File: config.mk
export PLATFORM = sky130hd
export DESIGN_NAME = elevator_ctrl_n
export DESIGN_NICKNAME = d
export VERILOG_FILES = /design/src/rtl/elevator_ctrl_n.sv
export SDC_FILE = /design/constraint.sdc
export NUM_CORES = 1
export LEC_CHECK = 0
export ABC_AREA = 1
export BUFFER_PORTS_ARGS = -buffer_cell sky130_fd_sc_hd__buf_2
export CAP_MARGIN = 40
export CORE_MARGIN = 1.5
export CORE_UTILIZATION = 50
export CTS_BUF_LIST = sky130_fd_sc_hd__clkbuf_8 sky130_fd_sc_hd__clkbuf_16
export CTS_CLUSTER_DIAMETER = 100
export DETAILED_ROUTE_END_ITERATION = 6
export PLACE_DENSITY = 0.74
export SLEW_MARGIN = 10
export SYNTH_ARGS = -nofsm -noshare
export SYNTH_HDL_FRONTEND = slang
export SYNTH_SLANG_ARGS = --single-unit
File: constraint.sdc
create_clock -name clk -period 1.4 [get_ports clk]
set_input_delay 0.14 -clock clk [delete_from_list [all_inputs] [get_ports clk]]
set_output_delay 0.14 -clock clk [all_outputs]
set_load 0.1 [all_outputs]
File: src/rtl/elevator_ctrl_n.sv
// elevator_ctrl_n
//   Parametrised elevator controller with latched call requests and a SCAN
//   (direction-preserving) scheduler. Travel and door timing are counted in
//   single-clock `tick` pulses from the frequency divider.
//
// Parameters:
//   FLOORS       number of floors (2..16)
//   TRAVEL_TICKS tick pulses needed to move one floor (>= 1)
//   DOOR_TICKS   tick pulses the door stays open (>= 1)
//
// Ports:
//   clk     system clock
//   rst_n   asynchronous active-low reset
//   tick    one-clk-wide timing pulse
//   call    level-sensitive call buttons, bit i = floor i
//   led     latched pending requests
//   floor   one-hot current car position
//   door    door open
//   moving  car travelling
//   dir_up  current/last travel direction, 1 = up
//
// Optional feature macro: DOOR_REOPEN_EN
//   When defined, a call at the current floor while the door is open restarts
//   the door timer. When undefined such a call is ignored.

module elevator_ctrl_n #(
  parameter int FLOORS       = 3,
  parameter int TRAVEL_TICKS = 4,
  parameter int DOOR_TICKS   = 3
) (
  input  logic              clk,
  input  logic              rst_n,
  input  logic              tick,
  input  logic [FLOORS-1:0] call,
  output logic [FLOORS-1:0] led,
  output logic [FLOORS-1:0] floor,
  output logic              door,
  output logic              moving,
  output logic              dir_up
);

  localparam int POS_W     = $clog2(FLOORS);
  localparam int MAX_TICKS = (TRAVEL_TICKS > DOOR_TICKS) ? TRAVEL_TICKS : DOOR_TICKS;
  localparam int TIMER_W   = $clog2(MAX_TICKS + 1);

  localparam logic [TIMER_W-1:0] TRAVEL_LAST = TIMER_W'(TRAVEL_TICKS - 1);
  localparam logic [TIMER_W-1:0] DOOR_LAST   = TIMER_W'(DOOR_TICKS - 1);

  typedef enum logic [1:0] {
    IDLE      = 2'd0,
    MOVE      = 2'd1,
    DOOR_OPEN = 2'd2
  } state_t;

  state_t              state_q, state_d;
  logic [POS_W-1:0]    pos_q, pos_d;
  logic [TIMER_W-1:0]  timer_q, timer_d;
  logic [FLOORS-1:0]   led_q, led_d;
  logic [FLOORS-1:0]   floor_q, floor_d;
  logic                door_q, door_d;
  logic                moving_q, moving_d;
  logic                dir_up_q, dir_up_d;

  logic [FLOORS-1:0]   here;
  logic [FLOORS-1:0]   above;
  logic [FLOORS-1:0]   below;
  logic [FLOORS-1:0]   call_ok;
  logic [FLOORS-1:0]   led_clr;
  logic [POS_W-1:0]    pos_step;
  logic                req_up;
  logic                req_dn;
  logic                reopen;

  always_comb begin
    here  = FLOORS'(1) << pos_q;
    above = '0;
    below = '0;
    for (int i = 0; i < FLOORS; i++) begin
      if (i > int'(pos_q)) above[i] = 1'b1;
      if (i < int'(pos_q)) below[i] = 1'b1;
    end
    req_up = |(led_q & above);
    req_dn = |(led_q & below);

    // While the car stands at a floor (idle or door open) a press of that
    // floor's own button is never latched; it is served by the door instead.
    call_ok = call;
    if (state_q != MOVE) call_ok = call & ~here;

`ifdef DOOR_REOPEN_EN
    reopen = |(call & here);
`else
    reopen = 1'b0;
`endif

    pos_step = dir_up_q ? (pos_q + POS_W'(1)) : (pos_q - POS_W'(1));

    state_d  = state_q;
    pos_d    = pos_q;
    timer_d  = timer_q;
    dir_up_d = dir_up_q;
    led_clr  = '0;

    case (state_q)
      IDLE: begin
        if (((call | led_q) & here) != '0) begin
          state_d = DOOR_OPEN;
          timer_d = '0;
          led_clr = here;
        end else if (led_q != '0) begin
          // SCAN: keep the current direction while work remains ahead.
          if (!(dir_up_q ? req_up : req_dn)) dir_up_d = ~dir_up_q;
          state_d = MOVE;
          timer_d = '0;
        end
      end

      MOVE: begin
        if (tick) begin
          if (timer_q == TRAVEL_LAST) begin
            pos_d   = pos_step;
            timer_d = '0;
            if (led_q[pos_step]) begin
              state_d = DOOR_OPEN;
              led_clr = FLOORS'(1) << pos_step;
            end
          end else begin
            timer_d = timer_q + TIMER_W'(1);
          end
        end
      end

      DOOR_OPEN: begin
        if (reopen) begin
          timer_d = '0;
        end else if (tick) begin
          if (timer_q == DOOR_LAST) begin
            state_d = IDLE;
            timer_d = '0;
          end else begin
            timer_d = timer_q + TIMER_W'(1);
          end
        end
      end

      default: begin
        state_d = IDLE;
        timer_d = '0;
      end
    endcase

    // A clear on arrival wins over a press of the same floor on that edge.
    led_d    = (led_q | call_ok) & ~led_clr;
    floor_d  = FLOORS'(1) << pos_d;
    door_d   = (state_d == DOOR_OPEN);
    moving_d = (state_d == MOVE);
  end

  always_ff @(posedge clk or negedge rst_n) begin
    if (!rst_n) begin
      state_q  <= IDLE;
      pos_q    <= '0;
      timer_q  <= '0;
      led_q    <= '0;
      floor_q  <= FLOORS'(1);
      door_q   <= 1'b0;
      moving_q <= 1'b0;
      dir_up_q <= 1'b1;
    end else begin
      state_q  <= state_d;
      pos_q    <= pos_d;
      timer_q  <= timer_d;
      led_q    <= led_d;
      floor_q  <= floor_d;
      door_q   <= door_d;
      moving_q <= moving_d;
      dir_up_q <= dir_up_d;
    end
  end

  assign led    = led_q;
  assign floor  = floor_q;
  assign door   = door_q;
  assign moving = moving_q;
  assign dir_up = dir_up_q;

endmodule

==> metrics.yaml, run 1 <==
status:
  status: "finished, violations left"
  failed_checks: "negative setup slack"
sta:
  fmax_mhz: 630
  finalMaxSlewViolations: 0
  whs_ps: 169
  worstMarginPinSlew_ps: 488
  min_period_over_period: 1.13
  fin_crit_ps: 1590
  finalSetupViolCount: 12
  slew_headroom: 0.677
  rsz0062_at_grt: "true"
  fin_setup_tns_ps: -908
  skew_ps: 0.722
  hold_violations: 0
  setup_ws_ps: -187
synthesis:
  postSynthCellCount: 134
  netlist-cell-type-count: 22
  synth_seq_cells: 16
  syn_nets: 153
  synth_area_sq_mm: 0.00108
  yosys_warnings: 0
  synth_area_per_cell_sq_um: 8.03
  ys_seq_area_frac: 0.374
min_path:
  worst_hold_path.endpoint: "led[0]"
  hold_path_class: "in -> reg"
  hp-start: "call[0]"
  min_path_cells: 3
critical_path:
  path_buf_inv: 3
  cp_cell_sequence: "inv_2, ha_4, inv_2, nand2_2, nand2_2, nand2_2, nand2_2, nand2_2, nand2_2, nand2_2, nand3_2, inv_1"
  required_ps: 1550
  worstSetupStartpointType: "flop"
  rrSetupSlack_ps: -190
  worst_path_most_repeated_cell: "nand2_2"
  worstRegToRegCells: 12
  worst_ep_arrival_time_ps: 1740
  crit_path_max_fanout: 5
  crit_family: "simple AND/OR/NAND/NOR gates"
  crit_type: "reg -> reg"
  worst_setup_path_end_kind: "flop"
  regToRegEndpoint: "state_q[0]"
  r2r-start: "pos_q[0]"
  slowest_stage: "dfrtp_1"
  critPathMaxStageDelay_ps: 400
floorplanning:
  die_w_um: 49.4
  die_y_um: 49.4
  die_area_sq_mm: 0.00244
  rows: 16
  core_sq_mm: 0.00200
  initial_core_util: 0.538
  ios: 15
placement:
  port_buffers: 14
  place_hpwl_um: 1840
  dp_slack_ps: -67.9
  place_congestion: 0.888
clocking:
  clk_latency_ps: 250
  root_buffer: "clkbuf_8"
  path_clk_slew_ps: 60
  clockBufferDepth: 2
  cts.sinks: 16
  cts_tree: "yes"
  numCtsBuffers: 3
  htree_levels: 1
routing:
  drc_errors: 0
  wl_per_cell_um: 14.1
  via_count: 1023
  ant_nets: 0
  first_pass_iters: 4
  drt_iter0_drc: 26
  viasPerCell: 5.19
  routed_wl_um: 2770
power_and_ir_drop:
  combPwrFrac: 0.609
  p_sw_uw: 1400
  p_total_uw: 2800
  peakVddDrop_mv: 1.30
  swShare: 0.498
  pwr-share-seq: 0.244
  clockPowerShare: 0.147
  p_leak_uw: 0.000759
  powerDensity_mw_per_mm2: 1840
  intPower_uw: 1410
final_layout:
  antenna_cells: 0
  drive_gt1_frac: 0.512
  fin_nets: 190
  layout_commonest_cell: "nand2_1"
  final_cell_mix: "nand2_1 (21), inv_1 (17), buf_4 (17)"
  postLayoutCoreUtil: 0.760
  area_delta_synth_final_pct: 41.4
global_route:
  antenna_found_initial: 0
  overflow: 0
  grt_max_degree: 17
  grt_usage: 0.236
  grt_pass1_wl_um: 4330
  grt_pass1_vias: 1003
run:
  max-cap-violations: 0
-- state kept, by name, indices dropped and copies added (netlist names) --
| register | cells |
|---|---|
| floor | 3 |
| led | 3 |
| timer_q | 3 |
| pos_q | 2 |
| state_q | 2 |
| dir_up | 1 |
| door | 1 |
| moving | 1 |
-- worst max-delay path by stage --
stage / start / endpoint / slack, ps / cells after the start
global placement: pos_q[0] / timer_q[1] / -30 / 7
detailed placement: pos_q[1] / door / -70 / 11
global route: pos_q[0] / moving / -240 / 12
finish: pos_q[0] / state_q[0] / -190 / 12
CTS: pos_q[0] / state_q[0] / -50 / 12
floorplan: dir_up / moving / -60 / 9
-- logic make-up after synthesis --
family | synth area share
flip-flops | 0.374
AO/OA/AOI/OAI | 0.138
AND/OR/NAND/NOR | 0.249
adder cells (fa/ha/maj) | 0.151
buffers and inverters | 0.0872
-- per-stage QoR --
| stage | instances | area, sq um |
|---|---|---|
| floorplan | 134 | 1100 |
| global placement | 187 | 1310 |
| detailed placement | 187 | 1310 |
| CTS | 193 | 1420 |
| global route | 197 | 1520 |
| finish | 197 | 1520 |
-- synthesized netlist by cell type --
library cell	number	area (sq um)
nand3b_1	1	7.51
inv_2	6	22.5
dfstp_2	2	52.6
nor2_4	1	11.3
inv_1	18	67.6
nor2_2	2	12.5
a21oi_1	5	25.0
nand2_1	32	120
o31ai_1	1	7.51
o21ai_1	7	35.0
nand3_2	5	50.1
o211ai_1	1	7.51
ha_1	13	163
dfrtp_1	14	350
nor2_1	6	22.5
o22ai_1	3	18.8
clkinv_1	1	3.75
nand3_1	5	25.0
o21ai_2	2	17.5
nand2_2	3	18.8
o21ai_0	5	25.0
o22ai_2	1	12.5
-- worst reg2reg max path: stages (launching register included) --
cell and delay (ps):
dfrtp_1 400, inv_2 130, ha_4 230, inv_2 70, nand2_2 70, nand2_2 90, nand2_2 80, nand2_2 90
nand2_2 60, nand2_2 70, nand2_2 70, nand3_2 80, inv_1 40
-- power groups by stage --
stage / clock network (uW) / registers [uW] / logic (uW)
2_1_floorplan: 0 / 1090 / 657
3_3_place_gp: 0 / 674 / 1410
3_5_place_dp: 0 / 678 / 1430
4_1_cts: 425 / 674 / 1520
5_1_grt: 442 / 691 / 1830
6_report: 413 / 683 / 1710
-- timing repair --
item,4_1_cts,5_1_grt
resized for setup,11,19
setup buffers,1,4
pin swaps,7,12
hold endpoints to repair,14,0
hold buffers,1,0
endpoints found under the setup margin,11,16
-- metal layers --
| metal | up-vias | part of all wire | track usage |
|---|---|---|---|
| li1 | 500 | - | - |
| met1 | 477 | 0.44 | 0.296 |
| met2 | 33 | 0.48 | 0.401 |
| met3 | 13 | 0.038 | 0.0368 |
| met4 | 0 | 0.037 | 0.102 |
| met5 | - | 0 | 0 |
-- cell type report --
class                      instances  area (sq um)
clock buffer                       4          55.1
fill                             131           480
inverter                          25          93.8
multi-input combinational         93           706
sequential                        16           410
tap                               27          33.8
timing repair buffer              32           223
No activity file was read; power rests on OpenSTA's default activity.
==> inputs of run 2 (changes only) <==
Settings changed: PLACE_DENSITY 0.74 to default, PLACE_DENSITY_LB_ADDON from default to 0.15.
==> metrics.yaml, run 2 (synthesis gave the netlist of run 1 again) <==
status:
  status: "finished, violations left"
  failed_checks: "negative setup slack"
routing:
  first_pass_iters: 5  # +1
  routed_wl_um: 2670  # -3.7%
  ant_nets: 0  # unchanged
  via_count: 1033  # +0.98%
  drc_errors: 0  # unchanged
  wl_per_cell_um: 13.6  # -3.2%
  viasPerCell: 5.27  # +1.5%
  drt_iter0_drc: 35  # +35%
critical_path:
  crit_start: "pos_q[0]"
  regToRegEndpoint: "moving"
  crit_end: "moving"
  cp.depth: 9  # -3
  path_buf_inv: 1  # -2
  worstRegToRegCells: 9  # -3
  crit_family: "simple AND/OR/NAND/NOR gates"
  cp_cell_sequence: "buf_4, ha_2, o21ai_4, nand2_1, nor2_2, nand3_2, nand2_2, nand3_2, nor2_2"
  worstSetupStartpointType: "flop"
  required_ps: 1590  # +40 ps
  worst_setup_path_end_kind: "flop"
  rrSetupSlack_ps: -120  # +60 ps
  crit_type: "reg -> reg"
  critPathMaxStageDelay_ps: 390  # about the same
  r2r-start: "pos_q[0]"
  slowest_stage: "dfrtp_1"
  worst_ep_arrival_time_ps: 1710  # -30 ps
  crit_path_max_fanout: 3  # -2
clocking:
  root_buffer: "clkbuf_8"
  clockBufferDepth: 2  # unchanged
  numCtsBuffers: 3  # unchanged
  cts_tree: "yes"
  cts.sinks: 16  # unchanged
  path_clk_slew_ps: 70  # about the same
  htree_levels: 1  # unchanged
  clk_latency_ps: 250  # about the same
global_route:
  grt_max_degree: 17  # unchanged
  grt_pass1_wl_um: 4600  # +6.4%
  grt_pass1_vias: 1027  # +2.4%
  overflow: 0  # unchanged
  antenna_found_initial: 0  # unchanged
  grt_usage: 0.245  # +0.00926
placement:
  place_congestion: 0.909  # +2.5%
  dp_slack_ps: -79.2  # -11.3 ps
  place_hpwl_um: 1800  # -1.8%
  dp.cells: 187  # unchanged
  port_buffers: 14  # unchanged
sta:
  fin_setup_tns_ps: -411  # +497 ps
  whs_ps: 164  # -5.04 ps
  fin_crit_ps: 1520  # -64.7 ps
  fmax_mhz: 657  # +4.2%
  finalMaxSlewViolations: 0  # unchanged
  finalSetupViolCount: 7  # -5
  hold_violations: 0  # unchanged
  rsz0062_at_grt: "true"
  worstMarginPinSlew_ps: 487  # -0.363 ps
  skew_ps: 5.96  # +5.24 ps
  slew_headroom: 0.677  # about the same
  min_period_over_period: 1.09  # -0.0462
  setup_ws_ps: -122  # +64.7 ps
final_layout:
  area_delta_synth_final_pct: 41.3  # about the same
  antenna_cells: 0  # unchanged
  layout_commonest_cell: "nand2_1"
  postLayoutCoreUtil: 0.759  # about the same
  drive_gt1_frac: 0.503  # -0.00881
  final_cell_count_no_fill: 196  # -0.51%
  final_cell_mix: "nand2_1 (20), inv_1 (16), buf_4 (16)"
  n_fill_cell: 140  # +6.9%
  fin_nets: 189  # -0.53%
floorplanning:
  initial_core_util: 0.538  # unchanged
  ios: 15  # unchanged
  rows: 16  # unchanged
  die_y_um: 49.4  # unchanged
  die_w_um: 49.4  # unchanged
  die_area_sq_mm: 0.00244  # unchanged
  core_sq_mm: 0.00200  # unchanged
power_and_ir_drop:
  p_leak_uw: 0.000764  # +0.69%
  powerDensity_mw_per_mm2: 1800  # -2.1%
  peakVddDrop_mv: 1.84  # +42%
min_path:
  hold_path_class: "in -> reg"
run:
  max-cap-violations: 0  # unchanged
[run 2: cell count changes in the layout (fill, tap and decap cells not counted), sizes merged]
cell    previous run  this run
buf               31        30
clkbuf             4         3
inv               24        25
[run 2: tightest hold or removal path: stages]
cell	delay [ps]
buf_2	110
o21ai_0	60
a21oi_1	70
[run 2: worst min path at each step]
stage | start | endpoint | slack [ps] | depth (start not counted)
after floorplan | rst_n | door | -160 | 0
after global placement | rst_n | timer_q[0] | 60 | 1
after detailed placement | rst_n | timer_q[2] | 70 | 1
after CTS | call[0] | led[0] | 160 | 3
after global routing | call[0] | led[0] | 180 | 3
final | call[0] | led[0] | 160 | 3
[run 2: through the flow]
stage	cell area (sq um)	total power, uW
2_1_floorplan	1100	1750
3_3_place_gp	1310	2140
3_5_place_dp	1310	2160
4_1_cts	1450	2640
5_1_grt	1520	2930
6_report	1520	2740
[run 2: layer usage]
layer | GRT usage | vias up | routed length, um | part of all wire
li1 | - | 499 | - | -
met1 | 0.316 | 496 | 1210 | 0.45
met2 | 0.432 | 34 | 1320 | 0.50
met3 | 0.0337 | 4 | 118 | 0.044
met4 | 0.0602 | 0 | 20 | 0.0075
met5 | 0 | - | 0 | 0
[run 2: report_power, final]
group          switching (uW)  leakage [uW]  internal, uW
combinational            1130      0.000538           576
clock                     166     0.0000269           195
sequential               90.4      0.000199           586
total                    1380      0.000764          1360
[run 2: timing repair]
action / CTS / global route
endpoints found under the setup margin: 14 / 16
hold endpoints to repair: 14 / 0
setup buffers: 3 / 1
pin swaps: 8 / 12
hold buffers: 1 / 0
gates resized for setup: 17 / 16
[run 2: final cells by class]
type / instances / area (sq um) / share of cell area
Clock inverter: 1 / 3.75 / 0.00247
Timing Repair Buffer: 31 / 215 / 0.142
Tap cell: 27 / 33.8 / 0.0222
Multi-Input combinational cell: 93 / 722 / 0.475
Sequential cell: 16 / 410 / 0.270
Clock buffer: 3 / 41.3 / 0.0272
Inverter: 25 / 93.8 / 0.0617
==> inputs of run 3 (changes only) <==
Settings changed: ABC_CLOCK_PERIOD_IN_PS from default to 1400, CORE_UTILIZATION 50 to 53, CTS_BUF_LIST sky130_fd_sc_hd__clkbuf_8 sky130_fd_sc_hd__clkbuf_16 to sky130_fd_sc_hd__clkbuf_8, SETUP_SLACK_MARGIN from default to 0.1.
==> metrics.yaml, run 3 (synthesis gave the netlist of run 1 again) <==
status:
  status: "finished, violations left"
  failed_checks: "negative setup slack"
routing:
  routed_wl_um: 2890  # +8.6%
  wl_per_cell_um: 14.5  # +6.9%
  via_count: 1032  # -0.097%
  viasPerCell: 5.19  # -1.6%
  first_pass_iters: 4  # -1
  drt_iter0_drc: 26  # -26%
  drc_errors: 0  # unchanged
  ant_nets: 0  # unchanged
placement:
  place_congestion: 0.904  # -0.56%
  port_buffers: 14  # unchanged
  dp.cells: 189  # +1.1%
  place_hpwl_um: 2020  # +12%
  dp_slack_ps: -117  # -37.4 ps
run:
  max-cap-violations: 0  # unchanged
sta:
  fin_crit_ps: 1550  # +29.6 ps
  setup_ws_ps: -152  # -29.6 ps
  fmax_mhz: 644  # -1.9%
  rsz0062_at_grt: "true"
  hold_violations: 0  # unchanged
  finalSetupViolCount: 11  # +4
  skew_ps: 5.47  # -0.496 ps
  whs_ps: 159  # -4.77 ps
  slew_headroom: 0.678  # +0.00102
  worstMarginPinSlew_ps: 486  # -1.55 ps
  finalMaxSlewViolations: 0  # unchanged
  min_period_over_period: 1.11  # +0.0211
global_route:
  antenna_found_initial: 0  # unchanged
  grt_usage: 0.240  # -0.00568
  overflow: 0  # unchanged
  grt_pass1_vias: 900  # -12%
  grt_pass1_wl_um: 3790  # -18%
  grt_max_degree: 17  # unchanged
final_layout:
  drive_gt1_frac: 0.564  # +0.0610
  seqCellArea_sq_um: 419  # +2.1%
  antenna_cells: 0  # unchanged
  fin_nets: 192  # +1.6%
  area_delta_synth_final_pct: 45.8
  final_cell_count_no_fill: 199  # +1.5%
  multi_input_area_sq_um: 719  # -0.35%
  n_fill_cell: 123  # -12%
  layout_commonest_cell: "buf_4"
  final_cell_mix: "buf_4 (21), nand2_1 (20), inv_1 (12)"
clocking:
  numCtsBuffers: 3  # unchanged
  clockBufferDepth: 2  # unchanged
  clk_latency_ps: 260  # about the same
  cts_tree: "yes"
  htree_levels: 1  # unchanged
  root_buffer: "clkbuf_8"
  path_clk_slew_ps: 70  # about the same
  cts.sinks: 16  # unchanged
critical_path:
  worst_setup_path_end_kind: "flop"
  worstSetupStartpointType: "flop"
  required_ps: 1540  # -50 ps
  crit_type: "reg -> reg"
  crit_path_max_fanout: 5  # +2
  worst_ep_arrival_time_ps: 1690  # -20 ps
power_and_ir_drop:
  p_leak_uw: 0.000776  # +1.6%
  peakVddDrop_mv: 1.54  # -17%
  powerDensity_mw_per_mm2: 1820  # +0.78%
floorplanning:
  die_y_um: 48.1  # -2.7%
  initial_core_util: 0.554  # +0.0166
  rows: 16  # unchanged
  ios: 15  # unchanged
  core_sq_mm: 0.00194  # -3.0%
  die_w_um: 48.1  # -2.7%
  die_area_sq_mm: 0.00231  # -5.3%
min_path:
  hold_path_class: "in -> reg"
-- run 3: cell types whose count changed in the layout (fill, tap and decap cells not counted), moves of 2 or more --
cell     before  now
dfrtp_4       0    3
buf_2        13   10
nor2_2        2    5
inv_2         9   11
nor2_1        6    3
inv_1        16   12
dfrtp_2       3    1
buf_4        16   21
-- run 3: final timing paths --
kind,start,endpoint,slack (ps),depth (start not counted)
max in group asynchronous,rst_n,dir_up,770,2
min in group asynchronous,rst_n,pos_q[0],320,2
min reg2reg,timer_q[2],timer_q[2],550,2
min,call[0],led[0],160,3
max reg2reg,pos_q[0],led[1],-150,10
max,pos_q[0],led[1],-150,10
-- run 3: critical path, cell delays in order (launching register included) --
cell and delay [ps]:
dfrtp_1 410, inv_2 130, ha_4 220, inv_2 50, nand2_2 60, nand2_2 80, nand2_2 70, buf_4 140
buf_4 120, o22ai_2 80, a21oi_1 50
-- run 3: metrics by stage --
step	power (uW)	instance area (sq um)	utilization	setup TNS (ps)
6_report	2850	1570	0.808	-881
5_1_grt	3000	1570	0.808	-1740
4_1_cts	2710	1470	0.755	-483
3_5_place_dp	2220	1350	0.697	-411
3_3_place_gp	2160	1350	0.697	-49.5
2_1_floorplan	1790	1130	-	-169
-- run 3: timing repair --
item                                    in CTS  in global routing
cloned                                       0                  0
buffers inserted                             0                  5
hold buffers                                 1                  0
endpoints found under the setup margin      17                 17
resized for setup                           15                 23
pin swaps                                    5                 17
hold endpoints to repair                    14                  0
-- run 3: layout make-up --
class,instances,share of cell area
timing repair buffer,34,0.156
sequential,16,0.267
clock buffer,4,0.0351
multi-input combinational,93,0.459
inverter,25,0.0614
tap,27,0.0215
-- run 3: power by group --
group	internal, uW	switching (uW)	total [uW]
clock	250	173	423
sequential	595	94.1	689
combinational	581	1160	1740
-- run 3: routing by layer --
metal / GRT usage / vias to the layer above / share of wire / wire [um]
li1: - / 508 / - / -
met1: 0.268 / 500 / 0.42 / 1230
met2: 0.453 / 17 / 0.54 / 1550
met3: 0.0340 / 7 / 0.018 / 53
met4: 0.0865 / 0 / 0.021 / 61
met5: 0 / - / 0 / 0
